## src/rtl/frame_scheduler.sv

```systemverilog
// -----------------------------------------------------------------------------
// frame_scheduler
//
// Per-frame sequencer for the single framebuffer pixel-write port. On an
// accepted frame_tick it optionally runs the clear engine, then each object
// drawer in index order. Each step uses a level start / done handshake. The
// active client's pixel is muxed onto px_*, and off-screen pixels are dropped.
// Frame ticks that arrive while a frame is in progress are counted as overruns.
// A per-step watchdog skips a drawer that never signals done.
//
// Ports
//   clk, reset          clock, asynchronous active-high reset
//   frame_tick          one-cycle pulse marking the start of a frame
//   clear_en            sampled with an accepted frame_tick: clear this frame
//   clr_start/clr_done  clear engine handshake
//   clr_x, clr_y        clear engine pixel coordinates
//   obj_start/obj_done  drawer handshake, one bit per drawer (start is one-hot)
//   obj_x, obj_y        packed drawer coordinates, drawer i at [i*COORD_W +: COORD_W]
//   obj_color           drawer pixel colour, one bit per drawer
//   px_x, px_y          framebuffer write coordinates
//   px_color, px_we     framebuffer write colour and write enable
//   busy                frame in progress
//   overrun_cnt         saturating count of frame_ticks rejected while busy
//   timeout_err         sticky flag: the watchdog has fired at least once
// -----------------------------------------------------------------------------
module frame_scheduler #(
    parameter int NUM_OBJ = 3,
    parameter int COORD_W = 11,
    parameter int X_MAX   = 639,
    parameter int Y_MAX   = 479,
    parameter int TIMEOUT = 1048576
) (
    input  logic                       clk,
    input  logic                       reset,
    input  logic                       frame_tick,
    input  logic                       clear_en,
    output logic                       clr_start,
    input  logic                       clr_done,
    input  logic [COORD_W-1:0]         clr_x,
    input  logic [COORD_W-1:0]         clr_y,
    output logic [NUM_OBJ-1:0]         obj_start,
    input  logic [NUM_OBJ-1:0]         obj_done,
    input  logic [NUM_OBJ*COORD_W-1:0] obj_x,
    input  logic [NUM_OBJ*COORD_W-1:0] obj_y,
    input  logic [NUM_OBJ-1:0]         obj_color,
    output logic [COORD_W-1:0]         px_x,
    output logic [COORD_W-1:0]         px_y,
    output logic                       px_color,
    output logic                       px_we,
    output logic                       busy,
    output logic [7:0]                 overrun_cnt,
    output logic                       timeout_err
);

    localparam int IDX_W = (NUM_OBJ > 1) ? $clog2(NUM_OBJ) : 1;
    // The watchdog never counts past TIMEOUT-1, so log2 bits are enough.
    localparam int WD_W  = $clog2(TIMEOUT);

    typedef enum logic [1:0] {
        S_IDLE,
        S_CLEAR,
        S_DRAW
    } state_t;

    state_t             state, state_nxt;
    logic [IDX_W-1:0]   idx, idx_nxt;
    logic [WD_W-1:0]    wdog;
    logic               active_done;
    logic               step_done;
    logic               wd_fire;
    logic               advance;
    logic               clr_start_nxt;
    logic [NUM_OBJ-1:0] obj_start_nxt;

    // Done bit of the currently selected drawer; other drawers are ignored.
    always_comb begin
        active_done = 1'b0;
        for (int i = 0; i < NUM_OBJ; i++) begin
            if (idx == IDX_W'(i)) active_done = obj_done[i];
        end
    end

    // Next-state logic. Start outputs are computed from the next state so
    // that they are registered and change on the same edge as the state.
    // NOTE: every variable gets a default first so no path infers a latch.
    always_comb begin
        state_nxt = state;
        idx_nxt   = idx;
        step_done = 1'b0;

        case (state)
            S_CLEAR: step_done = clr_done;
            S_DRAW:  step_done = active_done;
            default: step_done = 1'b0;
        endcase

        // Watchdog fires only in the cycle the step would otherwise overstay.
        wd_fire = (state != S_IDLE) && !step_done && (wdog == WD_W'(TIMEOUT - 1));
        advance = step_done || wd_fire;

        case (state)
            S_IDLE: begin
                if (frame_tick) begin
                    idx_nxt   = '0;
                    state_nxt = clear_en ? S_CLEAR : S_DRAW;
                end
            end
            S_CLEAR: begin
                if (advance) begin
                    idx_nxt   = '0;
                    state_nxt = S_DRAW;
                end
            end
            S_DRAW: begin
                if (advance) begin
                    if (idx == IDX_W'(NUM_OBJ - 1)) begin
                        idx_nxt   = '0;
                        state_nxt = S_IDLE;
                    end else begin
                        idx_nxt = idx + IDX_W'(1);
                    end
                end
            end
            default: begin
                idx_nxt   = '0;
                state_nxt = S_IDLE;
            end
        endcase

        clr_start_nxt = (state_nxt == S_CLEAR);
        for (int i = 0; i < NUM_OBJ; i++) begin
            obj_start_nxt[i] = (state_nxt == S_DRAW) && (idx_nxt == IDX_W'(i));
        end
    end

    // NOTE: sequential state uses non-blocking assignments so every register
    // samples the values from before the edge.
    always_ff @(posedge clk or posedge reset) begin
        if (reset) begin
            state       <= S_IDLE;
            idx         <= '0;
            wdog        <= '0;
            clr_start   <= 1'b0;
            obj_start   <= '0;
            overrun_cnt <= 8'd0;
            timeout_err <= 1'b0;
        end else begin
            state     <= state_nxt;
            idx       <= idx_nxt;
            clr_start <= clr_start_nxt;
            obj_start <= obj_start_nxt;

            // Restart on every step entry (including leaving IDLE).
            if (state == S_IDLE || advance) wdog <= '0;
            else                             wdog <= wdog + WD_W'(1);

            if (frame_tick && state != S_IDLE && overrun_cnt != 8'hFF)
                overrun_cnt <= overrun_cnt + 8'd1;

            if (wd_fire) timeout_err <= 1'b1;
        end
    end

    assign busy = (state != S_IDLE);

    // Pixel mux, combinational from state and idx.
    always_comb begin
        px_x     = '0;
        px_y     = '0;
        px_color = 1'b0;
        case (state)
            S_CLEAR: begin
                px_x = clr_x;
                px_y = clr_y;
            end
            S_DRAW: begin
                for (int i = 0; i < NUM_OBJ; i++) begin
                    if (idx == IDX_W'(i)) begin
                        px_x     = obj_x[i*COORD_W +: COORD_W];
                        px_y     = obj_y[i*COORD_W +: COORD_W];
                        px_color = obj_color[i];
                    end
                end
            end
            default: ;
        endcase
    end

    // Off-screen pixels are dropped rather than clamped.
    assign px_we = (state != S_IDLE)
                && (px_x <= COORD_W'(X_MAX))
                && (px_y <= COORD_W'(Y_MAX));

endmodule
```

## config.mk

```make
export PLATFORM = sky130hd
export DESIGN_NAME = frame_scheduler
export DESIGN_NICKNAME = d
export VERILOG_FILES = /design/src/rtl/frame_scheduler.sv
export SDC_FILE = /design/constraint.sdc
export NUM_CORES = 1
export LEC_CHECK = 0
export CORE_MARGIN = 1
export CORE_UTILIZATION = 30
export DETAILED_ROUTE_END_ITERATION = 10
export HOLD_SLACK_MARGIN = 0.12
export MAX_ROUTING_LAYER = met4
export PLACE_DENSITY = 0.61
export SLEW_MARGIN = 20
export SYNTH_ARGS = -nofsm -noshare
export SYNTH_HDL_FRONTEND = slang
export SYNTH_SLANG_ARGS = --single-unit
```

## constraint.sdc

```tcl
create_clock -name clk -period 3.04 [get_ports clk]
set_input_delay 0.608 -clock clk [delete_from_list [all_inputs] [get_ports clk]]
set_output_delay 0.608 -clock clk [all_outputs]
set_load 0.03 [all_outputs]
```

==> flow_summary.toml <==
[status]
status = "completed"

[power]
p_per_area_nw_per_um2 = 596
power.total_mw = 2.66
ir_drop_mv = 0.427
p_leak_nw = 1.75

[layout]
fill_cells = 925
n_antenna_cell = 0
finalNetCount = 587
final_cell_mix = "112 x clkdlybuf4s50_1, 49 x nor2_1, 42 x nand2_1, 39 x buf_4, 36 x dfrtp_1"
final_area_um2 = 4470
drive_gt1_share_pct = 13.9
area_delta_synth_final_pct = 56.9
multi_input_area_um2 = 1790
final_common_cell = "clkdlybuf4s50_1"
seq_area_um2 = 927

[clocking]
clock_latency_ns = 0.28
cts.clk_slew.worst_paths_ns = 0.07
numCtsBuffers = 5
root_buffer = "clkbuf_8"
htree_levels = 2
cts.sinks = 37
cts_tree = "built"
cts_buffer_depth = 2

[setup_path]
end_kind = "output port"
worstSetupPathType = "in2out"
crit_required_ns = 2.43
start_kind = "input pin"
worst_ep_arrival_time_ns = 2.29
worstPathMaxFanout = 2

[floorplan]
start_util_pct = 31.0
die_w_um = 99.4
coreArea_um2 = 9200
die_y_um = 99.4
ios = 137
dieArea_um2 = 9890
num_rows = 35

[global_route]
antenna_found_initial = 0
grt_overflow = 0
grt_pass1_wl_um = 14800
grt_max_degree = 38
grt_pass1_vias = 2902
gr-usage-all-layers_pct = 19.5

[synthesis]
yosys-top-cells-area = "dfrtp_1 33%, mux2i_1 8.8%, nor2_1 6.5%"
synth_fp_nets = 449
ys_ff_latch = 37
synth_top_area_share_pct = 32.5
synth_area_per_cell_um2 = 8.28
synth_top_area_cell = "dfrtp_1"
syn_inst = 344
syn_area_um2 = 2850
synth-edff-count = 0
synth_cell_types = 54
synth_async_sr_flop_share_pct = 100
ys_seq_area_share_pct = 32.5
ys.warnings.count = 0
synth_ff_type = "dfrtp_1"

[placed_design]
place_area_um2 = 4320
place_ws_ns = 0.0810
gp_congestion = 0.879
portBuffers = 136
dp_hpwl_um = 7420

[timing]
fin_crit_ns = 2.89
setup_ws_ns = 0.146
slew_viol_final = 0
rsz0062_at_grt = "false"
period_share_pct = 95.2
relSlewSlack_pct = 64.7
timing.setup.tns_ns = 0
tightest_slew_ns = 0.529
fmax_mhz = 346
fin_skew_ns = 0.00281
whs_ns = 0.462
hold_viol = 0
setup_viol = 0

[detailed_routing]
viasPerCell = 5.10
num_vias = 3027
routed_wirelength_um = 9490
dr.pass1.iters = 4
wl_per_cell_um = 16.0
antenna_left = 0
drtIter0Drc = 171
drc = 0

[run]
cap_violations = 0

[min_path]
hold_path.class = "reg2reg"
[what timing repair did]
item	in CTS	in global routing
hold endpoints to repair	0	0
gates resized for setup	0	6
hold buffers	0	0
endpoints found under the setup margin	0	1
buffers inserted	0	2
[through the flow]
stage | utilization [%] | instances
floorplan | - | 344
global placement | 47.0 | 584
detailed placement | 47.0 | 584
CTS | 48.2 | 592
global route | 48.6 | 594
finish | 48.6 | 594
[layout make-up]
| cell class | instances | area share [%] |
|---|---|---|
| timing repair buffer | 153 | 32.5 |
| inverter | 11 | 1.01 |
| tap | 111 | 3.11 |
| clock inverter | 1 | 0.672 |
| sequential | 37 | 20.8 |
| clock buffer | 7 | 1.93 |
| multi-input combinational | 274 | 40.0 |
[sequential cells by signal, indices dropped and copies added, names as in the netlist]
| name | flops |
|---|---|
| wdog | 20 |
| clr_start | 1 |
| overrun_cnt | 8 |
| obj_start | 3 |
| timeout_err | 1 |
| state | 2 |
| idx | 2 |
[logic make-up (layout without fill, tap and decap cells)]
kind of cell,count (synthesis),after routing,share of synthesized area (%)
and+or+nand+nor,135,135,23.4
buffers and inverters,33,172,5.23
muxes,26,26,9.18
adders and majority gates,6,6,2.64
AOI/OAI and AO/OA,85,85,20.3
DFF,37,37,32.5
xor gates and xnor gates,22,22,6.77
[power by group]
| group | switching [mW] | leakage [nW] | internal, mW |
|---|---|---|---|
| clock network | 0.158 | 0.0585 | 0.267 |
| registers | 0.0689 | 0.503 | 0.562 |
| logic | 0.933 | 1.19 | 0.673 |
[per-layer routing]
metal	global-route usage [%]	part of all wire [%]	wire [um]
met3	3.65	7.3	689
met4	4.98	1.3	127
met5	-	0	0
met2	32.7	48	4590
met1	24.1	43	4080
[path summary, 6_finish.rpt]
| check | slack, ns | from | cells past startpoint | endpoint |
|---|---|---|---|---|
| max reg2reg | 0.47 | state[0] | 9 | obj_start[0] |
| max | 0.15 | obj_x[18] | 8 | px_we |
| min | 0.46 | timeout_err | 1 | timeout_err |
| max in group asynchronous | 1.95 | reset | 3 | state[1] |
| min reg2reg | 0.46 | timeout_err | 1 | timeout_err |
| min in group asynchronous | 0.74 | reset | 3 | wdog[0] |
[cells in the mapped netlist (all sizes together), types with 2 or more instances]
cell type and number:
xor2 8, or3 2, a22oi 21, nand4 6, a211oi 4, a311oi 3, a21oi 13, nand2 42
clkbuf 11, and3 8, mux2i 25, and2 2, nor3 7, nand3 7, o21ai 25, nor2 49
inv 11, buf 11, nand2b 2, a21o 2, xnor2 14, dfrtp 37, ha 6, o2bb2ai 5
o31ai 2, nor2b 3
[worst max-delay path, cell delays in order]
cell	delay, ns
clkdlybuf4s50_1	0.39
mux2i_1	0.13
o2bb2ai_1	0.10
a22oi_1	0.20
a21oi_1	0.10
a2111oi_1	0.37
a21boi_2	0.22
buf_4	0.17
(Power assumes the default switching activity.)
==> RTL change 1: new RTL, same settings <==
Add an input register stage for `obj_x`, cleared by the reset; this delays it by one clock. The other inputs are not delayed to match.
--- a/src/rtl/frame_scheduler.sv
+++ b/src/rtl/frame_scheduler.sv
@@ -64,2 +64,12 @@
 
+    logic [NUM_OBJ*COORD_W-1:0] obj_x_q;
+
+    always_ff @(posedge clk or posedge reset) begin
+        if (reset) begin
+            obj_x_q <= '0;
+        end else begin
+            obj_x_q <= obj_x;
+        end
+    end
+
     state_t             state, state_nxt;
@@ -178,3 +188,3 @@
                     if (idx == IDX_W'(i)) begin
-                        px_x     = obj_x[i*COORD_W +: COORD_W];
+                        px_x     = obj_x_q[i*COORD_W +: COORD_W];
                         px_y     = obj_y[i*COORD_W +: COORD_W];
Behaviour: not the same (a bounded check fails within 4 cycles, from zero or initial values and one cycle with reset high).
==> RTL change 1 against the unedited design <==
  * Fmax down 3.5%
  * Synthesized cell count increased by 7.3%
  * Wire length rose by 10%
  * Power up 43%
  * Setup slack worse by 100 ps
  * Final area is 22% higher
  * Clock power grew 120%
  * Sequential cell count rose by 33
  * Hold slack improved by 5.7 ps
  * Synthesized area rose by 29%
  * Critical path type unchanged
==> RTL change 1: results <==
[critical_path]
slowest_delay_ps = 520
rrSetupSlack_ps = 520
r2r_start = idx[0]
cp_slowest_cell = or4_4
r2r_end = wdog[14]
critical_path.top_delay_family = buffers and inverters

[global_route]
met2_usage = 0.293
grtUsageMet1 = 0.202
grt_pass1_wl_um = 16800
gr-usage-met3 = 0.0351

[power_and_ir_drop]
leakagePower_nw = 2.19
ir_drop_v = 0.000406
p_per_area_mw_per_mm2 = 695

[yosys]
syn-num-nets = 474
yosysSeqAreaShare = 0.478
synthTopCellsByCount = dfrtp_1 (70), nor2_1 (53), nand2_1 (34)
syn_area_per_cell_um2 = 9.94

[sta]
max-slew-margin-rel = 0.403
max_freq_ghz = 0.334
fin_skew_ps = 5.99

[detailed_routing]
drt_iter0_drc = 185
met2_length_um = 5210
wl_per_cell_um = 15.8

[placed_design]
pre_cts_ws_ps = -6.72
dpl-instance-area_mm2 = 0.00516
placed_cells = 643
dp_hpwl_um = 7570

[outcome]
status = completed

[clocking]
h-tree-depth = 3
clk_latency_ps = 330
-- RTL change 1: cell type report --
class,instances,area (um^2)
repair buffers,150,1420
inverters,7,30.0
well taps,147,184
clock buffers,15,258
fillers,1123,6490
multi-input cells,271,1820
clock inverters,1,5.00
flip-flops and latches,70,1760
-- RTL change 1: cells by family after synthesis --
family                   count (synthesis)  synth area share
AO/OA/AOI/OAI                           76             0.149
XOR/XNOR                                25            0.0597
adder cells (fa/ha/maj)                  6            0.0205
buffers and inverters                   28            0.0352
flip-flops                              70             0.478
multiplexers                            26            0.0717
AND/OR/NAND/NOR                        138             0.186
-- RTL change 1: report_power, final --
part	switching [mW]	internal [mW]
Clock	0.357	0.574
Combinational	1.05	0.709
Sequential	0.0872	1.03
Total	1.49	2.31
-- RTL change 1: what timing repair did --
action,CTS,global route
endpoints found under the setup margin,1,1
hold buffers,0,0
gates resized for setup,4,6
buffers inserted,2,0
==> RTL change 2: new RTL, config.mk and constraints unchanged <==
Made on the original files. The parameter `COORD_W` goes from 11 to 12.
--- a/src/rtl/frame_scheduler.sv
+++ b/src/rtl/frame_scheduler.sv
@@ -27,3 +27,3 @@
     parameter int NUM_OBJ = 3,
-    parameter int COORD_W = 11,
+    parameter int COORD_W = 12,
     parameter int X_MAX   = 639,
Ports: changed (6 resized); port bits go from 137 to 147. No check against the original RTL was run, so the function may have changed too.
==> RTL change 2 against the unedited design <==
  * Final area up 6.7%
  * Clock skew up 5.2 ps
  * Sequential share of layout area down 1.3 points
  * Wire length up 5.5%
  * Sequential cell count unchanged
  * Setup slack worse by 8.7 ps
  * Power up 9.4%
  * Synthesized area up 5.8%
  * Largest power group unchanged
  * Non-clock buffer count up 9
==> RTL change 2: results <==
[outcome]
status = completed

[detailed_routing]
met2_length_um = 4970
drt_iter0_drc = 155
met3_length_um = 776

[global_route]
grt_start_max_net_pins = 31
grtUsageMet1 = 0.230
gr-usage-met3 = 0.0369
grt_usage = 0.194

[yosys]
synthTopCellsByCount = dfrtp_1 (37), nand2_1 (36), nor2_1 (34)
synth_mux_area_frac = 0.0935
syn_inst = 353
syn_area_per_cell_um2 = 8.53

[layout]
final-nonclk-buf-share = 0.332
clock_area_frac = 0.0244
seq_share = 0.194

[power_and_ir_drop]
leakagePower_nw = 1.87
ir_drop_v = 0.000492

[critical_path]
r2r_cells = 7
slowest_delay_ps = 410
cp_slowest_cell = dfrtp_1
path_max_fanout = 8
r2r_start = state[1]
rrSetupSlack_ps = 540
r2r_end = obj_start[1]

[placed_design]
dpl-instance-area_mm2 = 0.00463
routabilityCongestion = 0.854
dp_hpwl_um = 7710
placed_cells = 623

[sta]
max-slew-margin-rel = 0.595
fin_skew_ps = 8.04
min_period_ps = 2900
hold_ws_ps = 492

[worst_hold_path]
holdCritStartpoint = overrun_cnt[4]
hold_end = overrun_cnt[4]
==> RTL change 2: worst max-delay path by stage <==
stage	cells past startpoint	to	from
3_5_place_dp	8	px_we	obj_x[23]
5_1_grt	8	px_we	state[1]
3_3_place_gp	8	px_we	obj_x[23]
2_1_floorplan	8	px_we	idx[0]
6_report	9	px_we	state[0]
4_1_cts	7	px_we	idx[0]
==> RTL change 2: logic make-up after synthesis <==
logic type	count (synthesis)
flip-flops	37
XOR/XNOR	25
multiplexers	27
buffers and inverters	34
adder cells (fa/ha/maj)	6
AND/OR/NAND/NOR	142
AO/OA/AOI/OAI	82
==> RTL change 2: report_power, final <==
group | internal, mW | switching [mW]
Combinational | 0.825 | 1.01
Clock | 0.268 | 0.173
Sequential | 0.564 | 0.0763
==> RTL change 2: repair_timing <==
| action | 4_1_cts | 5_1_grt |
|---|---|---|
| hold buffers | 0 | 0 |
| setup endpoints to repair | 1 | 1 |
| gates resized for setup | 1 | 3 |
| buffers inserted | 0 | 1 |
